--- config.mk ---
export PLATFORM = sky130hd
export DESIGN_NAME = fetch_stage
export DESIGN_NICKNAME = d
export VERILOG_FILES = /design/src/rtl/cpu_pkg.sv /design/src/rtl/fetch_queue.sv /design/src/rtl/fetch_stage.sv
export SDC_FILE = /design/constraint.sdc
export NUM_CORES = 1
export LEC_CHECK = 0
export CAP_MARGIN = 40
export CORE_UTILIZATION = 48
export CTS_CLUSTER_SIZE = 24
export DETAILED_ROUTE_END_ITERATION = 6
export PLACE_DENSITY = 0.88
export SYNTH_ARGS = -nofsm -noshare
export SYNTH_HDL_FRONTEND = slang
export SYNTH_SLANG_ARGS = --single-unit
--- constraint.sdc ---
create_clock -name clk -period 3.7 [get_ports clk]
set_input_delay 0.74 -clock clk [delete_from_list [all_inputs] [get_ports clk]]
set_output_delay 0.74 -clock clk [all_outputs]
set_load 0.01 [all_outputs]
--- src/rtl/cpu_pkg.sv ---
// Shared definitions for the 16-bit core: widths, opcodes and fetch FSM states.
// S_HALT is only reachable in builds that define FETCH_HALT_EN.
package cpu_pkg;

  localparam int unsigned PC_W    = 16;
  localparam int unsigned INSTR_W = 16;
  localparam int unsigned OPC_W   = 4;

  localparam logic [OPC_W-1:0] OPC_ALU  = 4'b0000;
  localparam logic [OPC_W-1:0] OPC_LOAD = 4'b0111;
  localparam logic [OPC_W-1:0] OPC_STOR = 4'b1000;
  localparam logic [OPC_W-1:0] OPC_BEQ  = 4'b1100;
  localparam logic [OPC_W-1:0] OPC_JMP  = 4'b1101;
  localparam logic [OPC_W-1:0] OPC_HALT = 4'b1111;

  typedef enum logic [1:0] {
    S_RESET = 2'b00,
    S_FETCH = 2'b01,
    S_HALT  = 2'b10
  } fetch_state_e;

  function automatic logic [OPC_W-1:0] opcode_of(input logic [INSTR_W-1:0] instr);
    return instr[INSTR_W-1 -: OPC_W];
  endfunction

endpackage

--- src/rtl/fetch_queue.sv ---
// Show-ahead synchronous FIFO holding fetched {instr, pc} entries; clear flushes
// the pointers in one cycle and push+pop may coincide at any occupancy.
module fetch_queue #(
  parameter int unsigned  W     = 32,
  parameter int unsigned  DEPTH = 2,
  localparam int unsigned AW    = $clog2(DEPTH),
  localparam int unsigned CW    = AW + 1
) (
  input  logic          clk,
  input  logic          rst,
  input  logic          clear,
  input  logic          push,
  input  logic [W-1:0]  push_data,
  input  logic          pop,
  output logic [W-1:0]  head,
  output logic [CW-1:0] count
);

  logic [W-1:0]  mem_r [DEPTH];
  logic [AW-1:0] rd_ptr_r;
  logic [AW-1:0] wr_ptr_r;
  logic [CW-1:0] count_r;
  logic          do_push_s;
  logic          do_pop_s;

  assign do_pop_s  = pop && (count_r != {CW{1'b0}});
  assign do_push_s = push && ((count_r != CW'(DEPTH)) || do_pop_s);
  assign head      = mem_r[rd_ptr_r];
  assign count     = count_r;

  // pointer, occupancy and storage update
  always_ff @(posedge clk) begin
    if (rst) begin
      rd_ptr_r <= {AW{1'b0}};
      wr_ptr_r <= {AW{1'b0}};
      count_r  <= {CW{1'b0}};
      for (int i = 0; i < DEPTH; i++) begin
        mem_r[i] <= {W{1'b0}};
      end
    end else if (clear) begin
      rd_ptr_r <= {AW{1'b0}};
      wr_ptr_r <= {AW{1'b0}};
      count_r  <= {CW{1'b0}};
    end else begin
      if (do_push_s) begin
        mem_r[wr_ptr_r] <= push_data;
        wr_ptr_r        <= wr_ptr_r + AW'(1);
      end
      if (do_pop_s) begin
        rd_ptr_r <= rd_ptr_r + AW'(1);
      end
      count_r <= count_r + CW'(do_push_s) - CW'(do_pop_s);
    end
  end

endmodule

--- src/rtl/fetch_stage.sv ---
// Instruction fetch: owns the PC, issues credit-limited reads, tags in-order responses
// with their PC and queues them for decode. Define FETCH_HALT_EN to stop fetch on OPC_HALT.
module fetch_stage
  import cpu_pkg::*;
#(
  parameter int unsigned     DEPTH    = 2,
  parameter logic [PC_W-1:0] RESET_PC = {PC_W{1'b0}}
) (
  input  logic               clk,
  input  logic               rst,
  output logic               imem_req_valid,
  input  logic               imem_req_ready,
  output logic [PC_W-1:0]    imem_req_addr,
  input  logic               imem_rsp_valid,
  input  logic [INSTR_W-1:0] imem_rsp_data,
  input  logic               stall,
  input  logic               redirect_valid,
  input  logic [PC_W-1:0]    redirect_pc,
  output logic               if_valid,
  output logic [INSTR_W-1:0] if_instr,
  output logic [PC_W-1:0]    if_pc,
  output logic [OPC_W-1:0]   if_opcode
);

  localparam int unsigned AW = $clog2(DEPTH);
  localparam int unsigned CW = AW + 1;
  localparam int unsigned SW = CW + 1;
  localparam int unsigned QW = INSTR_W + PC_W;

  fetch_state_e    state_r;
  fetch_state_e    state_nxt_s;
  logic [PC_W-1:0] pc_r;
  logic [CW-1:0]   outstanding_r;
  logic [CW-1:0]   drop_cnt_r;
  logic [CW-1:0]   count_s;
  logic [PC_W-1:0] tag_mem_r [DEPTH];
  logic [AW-1:0]   tag_wr_r;
  logic [AW-1:0]   tag_rd_r;
  logic [QW-1:0]   head_s;
  logic            credit_ok_s;
  logic            issue_s;
  logic            q_valid_s;
  logic            push_s;
  logic            pop_s;

  // Queued words plus in-flight reads never exceed DEPTH, so a push always has room.
  assign credit_ok_s    = ({1'b0, count_s} + {1'b0, outstanding_r}) < SW'(DEPTH);
  assign imem_req_valid = !rst && (state_r == S_FETCH) && !redirect_valid && credit_ok_s;
  assign imem_req_addr  = pc_r;
  assign issue_s        = imem_req_valid && imem_req_ready;

  assign q_valid_s = (count_s != {CW{1'b0}});
  assign pop_s     = q_valid_s && !stall && !redirect_valid;
  assign push_s    = imem_rsp_valid && (drop_cnt_r == {CW{1'b0}}) && !redirect_valid;

  fetch_queue #(
    .W     (QW),
    .DEPTH (DEPTH)
  ) u_queue (
    .clk       (clk),
    .rst       (rst),
    .clear     (redirect_valid),
    .push      (push_s),
    .push_data ({imem_rsp_data, tag_mem_r[tag_rd_r]}),
    .pop       (pop_s),
    .head      (head_s),
    .count     (count_s)
  );

  assign if_valid  = q_valid_s;
  assign if_instr  = q_valid_s ? head_s[QW-1:PC_W] : {INSTR_W{1'b0}};
  assign if_pc     = q_valid_s ? head_s[PC_W-1:0]  : {PC_W{1'b0}};
  assign if_opcode = opcode_of(if_instr);

`ifdef FETCH_HALT_EN
  logic halt_pop_s;
  assign halt_pop_s = pop_s && (opcode_of(head_s[QW-1:PC_W]) == OPC_HALT);
`endif

  // fetch state register
  always_ff @(posedge clk) begin
    if (rst) begin
      state_r <= S_RESET;
    end else begin
      state_r <= state_nxt_s;
    end
  end

  // next-state logic
  always_comb begin
    state_nxt_s = state_r;
    case (state_r)
      S_RESET: state_nxt_s = S_FETCH;
      S_FETCH: begin
`ifdef FETCH_HALT_EN
        if (halt_pop_s) state_nxt_s = S_HALT;
        else            state_nxt_s = S_FETCH;
`else
        state_nxt_s = S_FETCH;
`endif
      end
`ifdef FETCH_HALT_EN
      S_HALT: begin
        if (redirect_valid) state_nxt_s = S_FETCH;
        else                state_nxt_s = S_HALT;
      end
`endif
      default: state_nxt_s = S_RESET;
    endcase
  end

  // PC, credit, stale-response and issue-tag bookkeeping
  always_ff @(posedge clk) begin
    if (rst) begin
      pc_r          <= RESET_PC;
      outstanding_r <= {CW{1'b0}};
      drop_cnt_r    <= {CW{1'b0}};
      tag_wr_r      <= {AW{1'b0}};
      tag_rd_r      <= {AW{1'b0}};
      for (int i = 0; i < DEPTH; i++) begin
        tag_mem_r[i] <= {PC_W{1'b0}};
      end
    end else begin
      if (redirect_valid) begin
        pc_r <= redirect_pc;
      end else if (issue_s) begin
        pc_r <= pc_r + PC_W'(1);
      end
      outstanding_r <= outstanding_r + CW'(issue_s) - CW'(imem_rsp_valid);
      // Every read still in flight after a redirect belongs to the old path.
      if (redirect_valid) begin
        drop_cnt_r <= outstanding_r - CW'(imem_rsp_valid);
      end else if (imem_rsp_valid && (drop_cnt_r != {CW{1'b0}})) begin
        drop_cnt_r <= drop_cnt_r - CW'(1);
      end
      if (issue_s) begin
        tag_mem_r[tag_wr_r] <= pc_r;
        tag_wr_r            <= tag_wr_r + AW'(1);
      end
      if (imem_rsp_valid) begin
        tag_rd_r <= tag_rd_r + AW'(1);
      end
    end
  end

endmodule
### Word-level counts from Yosys, hierarchy flattened

Memory sizes are Yosys's and may differ from the RTL's. A register that Yosys moved wholly into a read port is not among the register bits.
Cells that the tools add are included.

| storage, ports and cells | value |
|---|---|
| bits in registers | 28 |
| output and inout bits | 54 |
| bits of input ports | 38 |
| word-level logic and storage cells | 77 |
| memories | 2 |
| memory bits (writable) | 96 |

| cells by class | value |
|---|---|
| add/subtract/negate cells | 12 |
| reduce and logical (&&, ||, !) cells | 25 |
| magnitude comparators | 1 |
| equality and inequality tests | 2 |
| multiplexer cells | 26 |

Memory list:

| memory | words | width | rd ports | clocked after Yosys merged registers in | wr ports | line | text |
|---|---|---|---|---|---|---|---|
| u_queue.mem_r | 2 | 32 | 1 | 1 | 2 | fetch_queue.sv:19 | `logic [W-1:0] mem_r [DEPTH];` |
| tag_mem_r | 2 | 16 | 1 | 1 | 2 | fetch_stage.sv:36 | `logic [PC_W-1:0] tag_mem_r [DEPTH];` |

Operators with widths:

| cell | count |
|---|---|
| two-way mux 16 bit | 5 |
| two-way mux 32 bit | 1 |
| OR reduction 32 bit | 1 |
| two-way mux 1 bit | 18 |
| adder 16 x 1 -> 16 bit, second input constant | 1 |
| OR reduction 16 bit | 1 |
| logical AND 1 bit | 11 |
| nonzero test 2 bit | 4 |
| subtractor 2 x 1 -> 2 bit | 3 |
| adder 1 bit, second input constant | 4 |
| adder 2 x 1 -> 2 bit | 2 |
| zero test 2 bit | 2 |
| two-way mux 2 bit | 2 |
| OR reduction 2 bit | 2 |
| adder 2 x 2 -> 3 bit | 1 |
| zero test 1 bit | 3 |
| < comparator 3 x 2 -> 1 bit, second input constant | 1 |
| equality test 2 x 1 -> 1 bit, second input constant | 1 |
| inequality test 2 bit, second input constant | 1 |
| subtractor 2 x 1 -> 2 bit, second input constant | 1 |
| logical OR 1 bit | 1 |

### Longest topological paths before layout

| depth | value |
|---|---|
| word-level depth | 12 |
| mapped depth | 13 |
| gate-level depth less buffers | 11 |

### Hierarchy

Synthesis repeated with hierarchy kept, for this count alone.

| second synthesis, totals | value |
|---|---|
| cell total of the unflattened synthesis | 486 |
| area, all modules | 6,000.8 um^2 |

By module, submodules not included:

| module | sequential area each (um^2) | cells each | instances | area an instance (um^2) |
|---|---|---|---|---|
| fetch_queue | 2,021.9 | 196 | 1 | 3,020.4 |
| fetch_stage | 1,441.4 | 290 | 1 | 2,980.4 |

### Worst setup path after synthesis

No wires, ideal clock.

| timing | value |
|---|---|
| path type | input to register |
| start point | in redirect_valid |
| end point | mem u_queue.mem_r[0][0], enable pin |
| required time | 3.234 ns |
| stages | 3 |
| slack | -0.226 ns |
| library setup time | 0.466 ns |
| buffers on the path | 0 |
| arrival time | 3.460 ns |
| cell sequence | clkinv_1 o2111ai_1 o21ai_0 |

RTL lines:

| what | line | text |
|---|---|---|
| start: declaration | fetch_stage.sv:17 | `input logic redirect_valid,` |
| end: declaration | fetch_queue.sv:19 |  |

### Worst setup path after layout

| timing | value |
|---|---|
| start point | reg u_queue.count_r[0] (netlist: u_queue.count[0]) |
| end point | out imem_req_valid |

| on the way | value |
|---|---|
| longest elaborated chain between the ends | 3 |

Ends and longest elaborated chain:

| what | line | text |
|---|---|---|
| start: declaration | fetch_queue.sv:22 | `logic [CW-1:0] count_r;` |
| start signal: assignment | fetch_queue.sv:36 | `count_r <= {CW{1'b0}};` |
| start signal: assignment | fetch_queue.sv:43 | `count_r <= {CW{1'b0}};` |
| start signal: assignment | fetch_queue.sv:52 | `count_r <= count_r + CW'(do_push_s) - CW'(do_pop_s);` |
| adder 2 x 2 -> 3 bit | fetch_stage.sv:47 | `assign credit_ok_s = ({1'b0, count_s} + {1'b0, outstanding_r}) < SW'(DEPTH);` |
| < comparator 3 x 2 -> 1 bit | fetch_stage.sv:47 |  |
| logical AND 1 bit | fetch_stage.sv:48 | `assign imem_req_valid = !rst && (state_r == S_FETCH) && !redirect_valid && credit_ok_s;` |
| end: declaration | fetch_stage.sv:11 | `output logic imem_req_valid,` |

Every way passes these cells.

==> metrics.txt <==
final setup skew 9.61 ps; H-tree depth 4; Pre-antenna DRT Iters 7; HP Start u_queue.rd_ptr_r; critical path type reg -> out; final setup fails 0; CP max FO 3; post_cts resized 0; syn_area_per_cell 11.6 um2; DRT iter0 DRCs 289; core area 11,600 um2; post-CTS setup buffers 0; Worst EP required a little under 3000 ps; Root Buffer clkbuf_16; Worst Max-Slew Pin Slew 900 ps; GPL Wtd Cong 0.862; layout cell share with drive strength beyond 1 between 7 and 8%; Port Buf Inserts 91; sequential-to-total area share from yosys stat 60.2%; CTS tree built; R2R Path End tag_mem_r[0][7]; Boundary Pins between 90 and 100; Via density 5.43; clock insertion delay at the later pin of the skew report roughly 410 ps; DP HPWL between 8000 and 9000 um; max-slew violations 0; EDFF count, synth 96; max-cap violations 0; routed len/inst about 17 um; Post-Syn Area 5750 um2; Max clock buf depth 2; final WL 12,200 um; Top Layer Used met4; antenna-violating nets left 0; Critical Path Start Type register; wire length on met1 5090 um; die area 12,400 um2; Fmax achieved 296 MHz; CP Capture Type primary output; FFs w/ async S/R, synth 0%; global route overflow 0; commonest register cell after synthesis edfxtp_1; final hold violation count 0; fin cells 736; CP startpoint u_queue.count[0]; Die H 111 um; peak supply drop 0.374 mV; initial antenna violation count 0; area delta synth->final 28.4%; setup slack, reg-to-reg approximately 600 ps; crit path DAT 2640 ps; met3 routed WL between 600 and 700 um; violated checks DRC; diode count 0; Post-Synthesis Net Count between 500 and 600; global-route wire length before repair 20,400 um; row count 39; Synth Instances 494; CTS Sinks 125; Die X between 100 and 150 um; Clock transition at path regs 50 ps; min Tclk post-route 3380 ps; Leak 2.63 nW; synth unique cells 51; Final nets roughly 630; Worst Setup EP imem_req_valid; Period Utilization, post-route 91.4%; setup TNS 0 ps; worst reg-to-reg path cell count 8; Hold Path Class reg -> reg; DP Cell Count 704; Max-slew headroom 39.9%; gr usage total a little over a fifth; synth warn 0; CTS buffer count 17; vias in the first global route 4,223; largest net degree at the start of global routing 38; RSZ-0062 raised after global routing no; post-synthesis register bit count 125; hold_buf cts 0; PwrDens 495 nW/um2; via count 3,997; outcome complete, but fails checks; Initial Util 49.8%; worst flop-to-flop path startpoint u_queue.count[0]; met2 WL 6250 um; # DRC 5
worst min-delay path by stage:
stage / to / cells past startpoint
6_report: register / 2
5_1_grt: tag_rd_r / 2
4_1_cts: register / 2
3_5_place_dp: register / 2
3_3_place_gp: tag_rd_r / 2
2_1_floorplan: register / 2
worst max-delay path, stage by stage (launching register included):
cell and delay, ps:
dfxtp_1 360, inv_1 80, nor2_1 130, fa_1 480, or4b_4 520, nor2_1 110
clkdlybuf4s50_1 550
state kept, by name, summed over array words and instances, names as in the netlist, named ones only:
name / flops
tag_mem_r: 32
imem_req_addr: 16
drop_cnt_r: 2
u_queue.rd_ptr_r: 1
outstanding_r: 2
state_r: 1
u_queue.wr_ptr_r: 1
tag_wr_r: 1
u_queue.mem_r: 64
tag_rd_r: 1
u_queue.count: 2
report_power, final:
group	leakage, nW	internal (mW)	switching [mW]
clock	0.300	1.16	0.553
combinational	1.10	0.147	0.153
sequential	1.24	1.59	0.0568
total	2.63	2.89	0.763
stage by stage:
stage	cell area [um2]	worst slack [ps]	hold slack, ps	total power, mW	utilization (%)
floorplan	5750	96.0	480	1.83	-
global placement	6780	487	498	1.95	58.6
detailed placement	6780	461	538	1.97	58.6
CTS	7390	309	549	3.67	63.9
global route	7390	208	584	3.76	63.9
finish	7390	317	543	3.66	63.9
Yosys cell counts, types with 4 or more instances:
cell | count | area, um2
buf_1 | 7 | 26.3
xnor2_1 | 8 | 70.1
or3_1 | 5 | 31.3
a211oi_1 | 5 | 37.5
inv_1 | 12 | 45.0
clkbuf_1 | 22 | 82.6
a21oi_1 | 5 | 25.0
nor2_1 | 81 | 304
xor2_1 | 4 | 35.0
o311ai_0 | 5 | 43.8
dfxtp_1 | 29 | 581
mux2i_1 | 50 | 500
and2_1 | 57 | 357
and3_1 | 4 | 25.0
nand3_1 | 8 | 40.0
buf_4 | 4 | 30.0
nand2_1 | 15 | 56.3
ha_1 | 7 | 87.6
nand4_1 | 7 | 43.8
nor3_1 | 15 | 75.1
a31oi_1 | 7 | 43.8
edfxtp_1 | 96 | 2880
cells by family after synthesis:
group	after synthesis	share of synthesized area, %
mux	50	8.70
buf+inv	50	3.67
simple gates	211	19.0
compound gates	38	4.72
flops	125	60.2
fa+ha+maj	8	1.87
xor+xnor	12	1.83
layout make-up:
cell class / count / area [um2]
fillers: 814 / 4180
flip-flops and latches: 125 / 3460
multi-input cells: 319 / 2090
repair buffers: 102 / 993
clock buffers: 24 / 472
well taps: 143 / 179
clock inverters: 8 / 139
inverters: 15 / 56.3
cells in the final DEF (no fill, tap or decap), drive strengths merged, types with 11 or more instances in the layout:
master         netlist  routed
and2                57      57
buf                 13      11
clkbuf              22      24
clkdlybuf4s50        0      91
dfxtp               29      29
edfxtp              96      96
inv                 13      13
mux2i               50      50
nand2               15      15
nor2                81      81
nor3                15      15
routing by layer:
| metal | vias up | GRT usage [%] |
|---|---|---|
| met5 | - | 0 |
| met4 | 0 | 8.56 |
| met3 | 16 | 5.50 |
| met2 | 126 | 36.1 |
| met1 | 1921 | 25.3 |
| li1 | 1934 | - |
No activity file was read; power rests on OpenSTA's default activity.
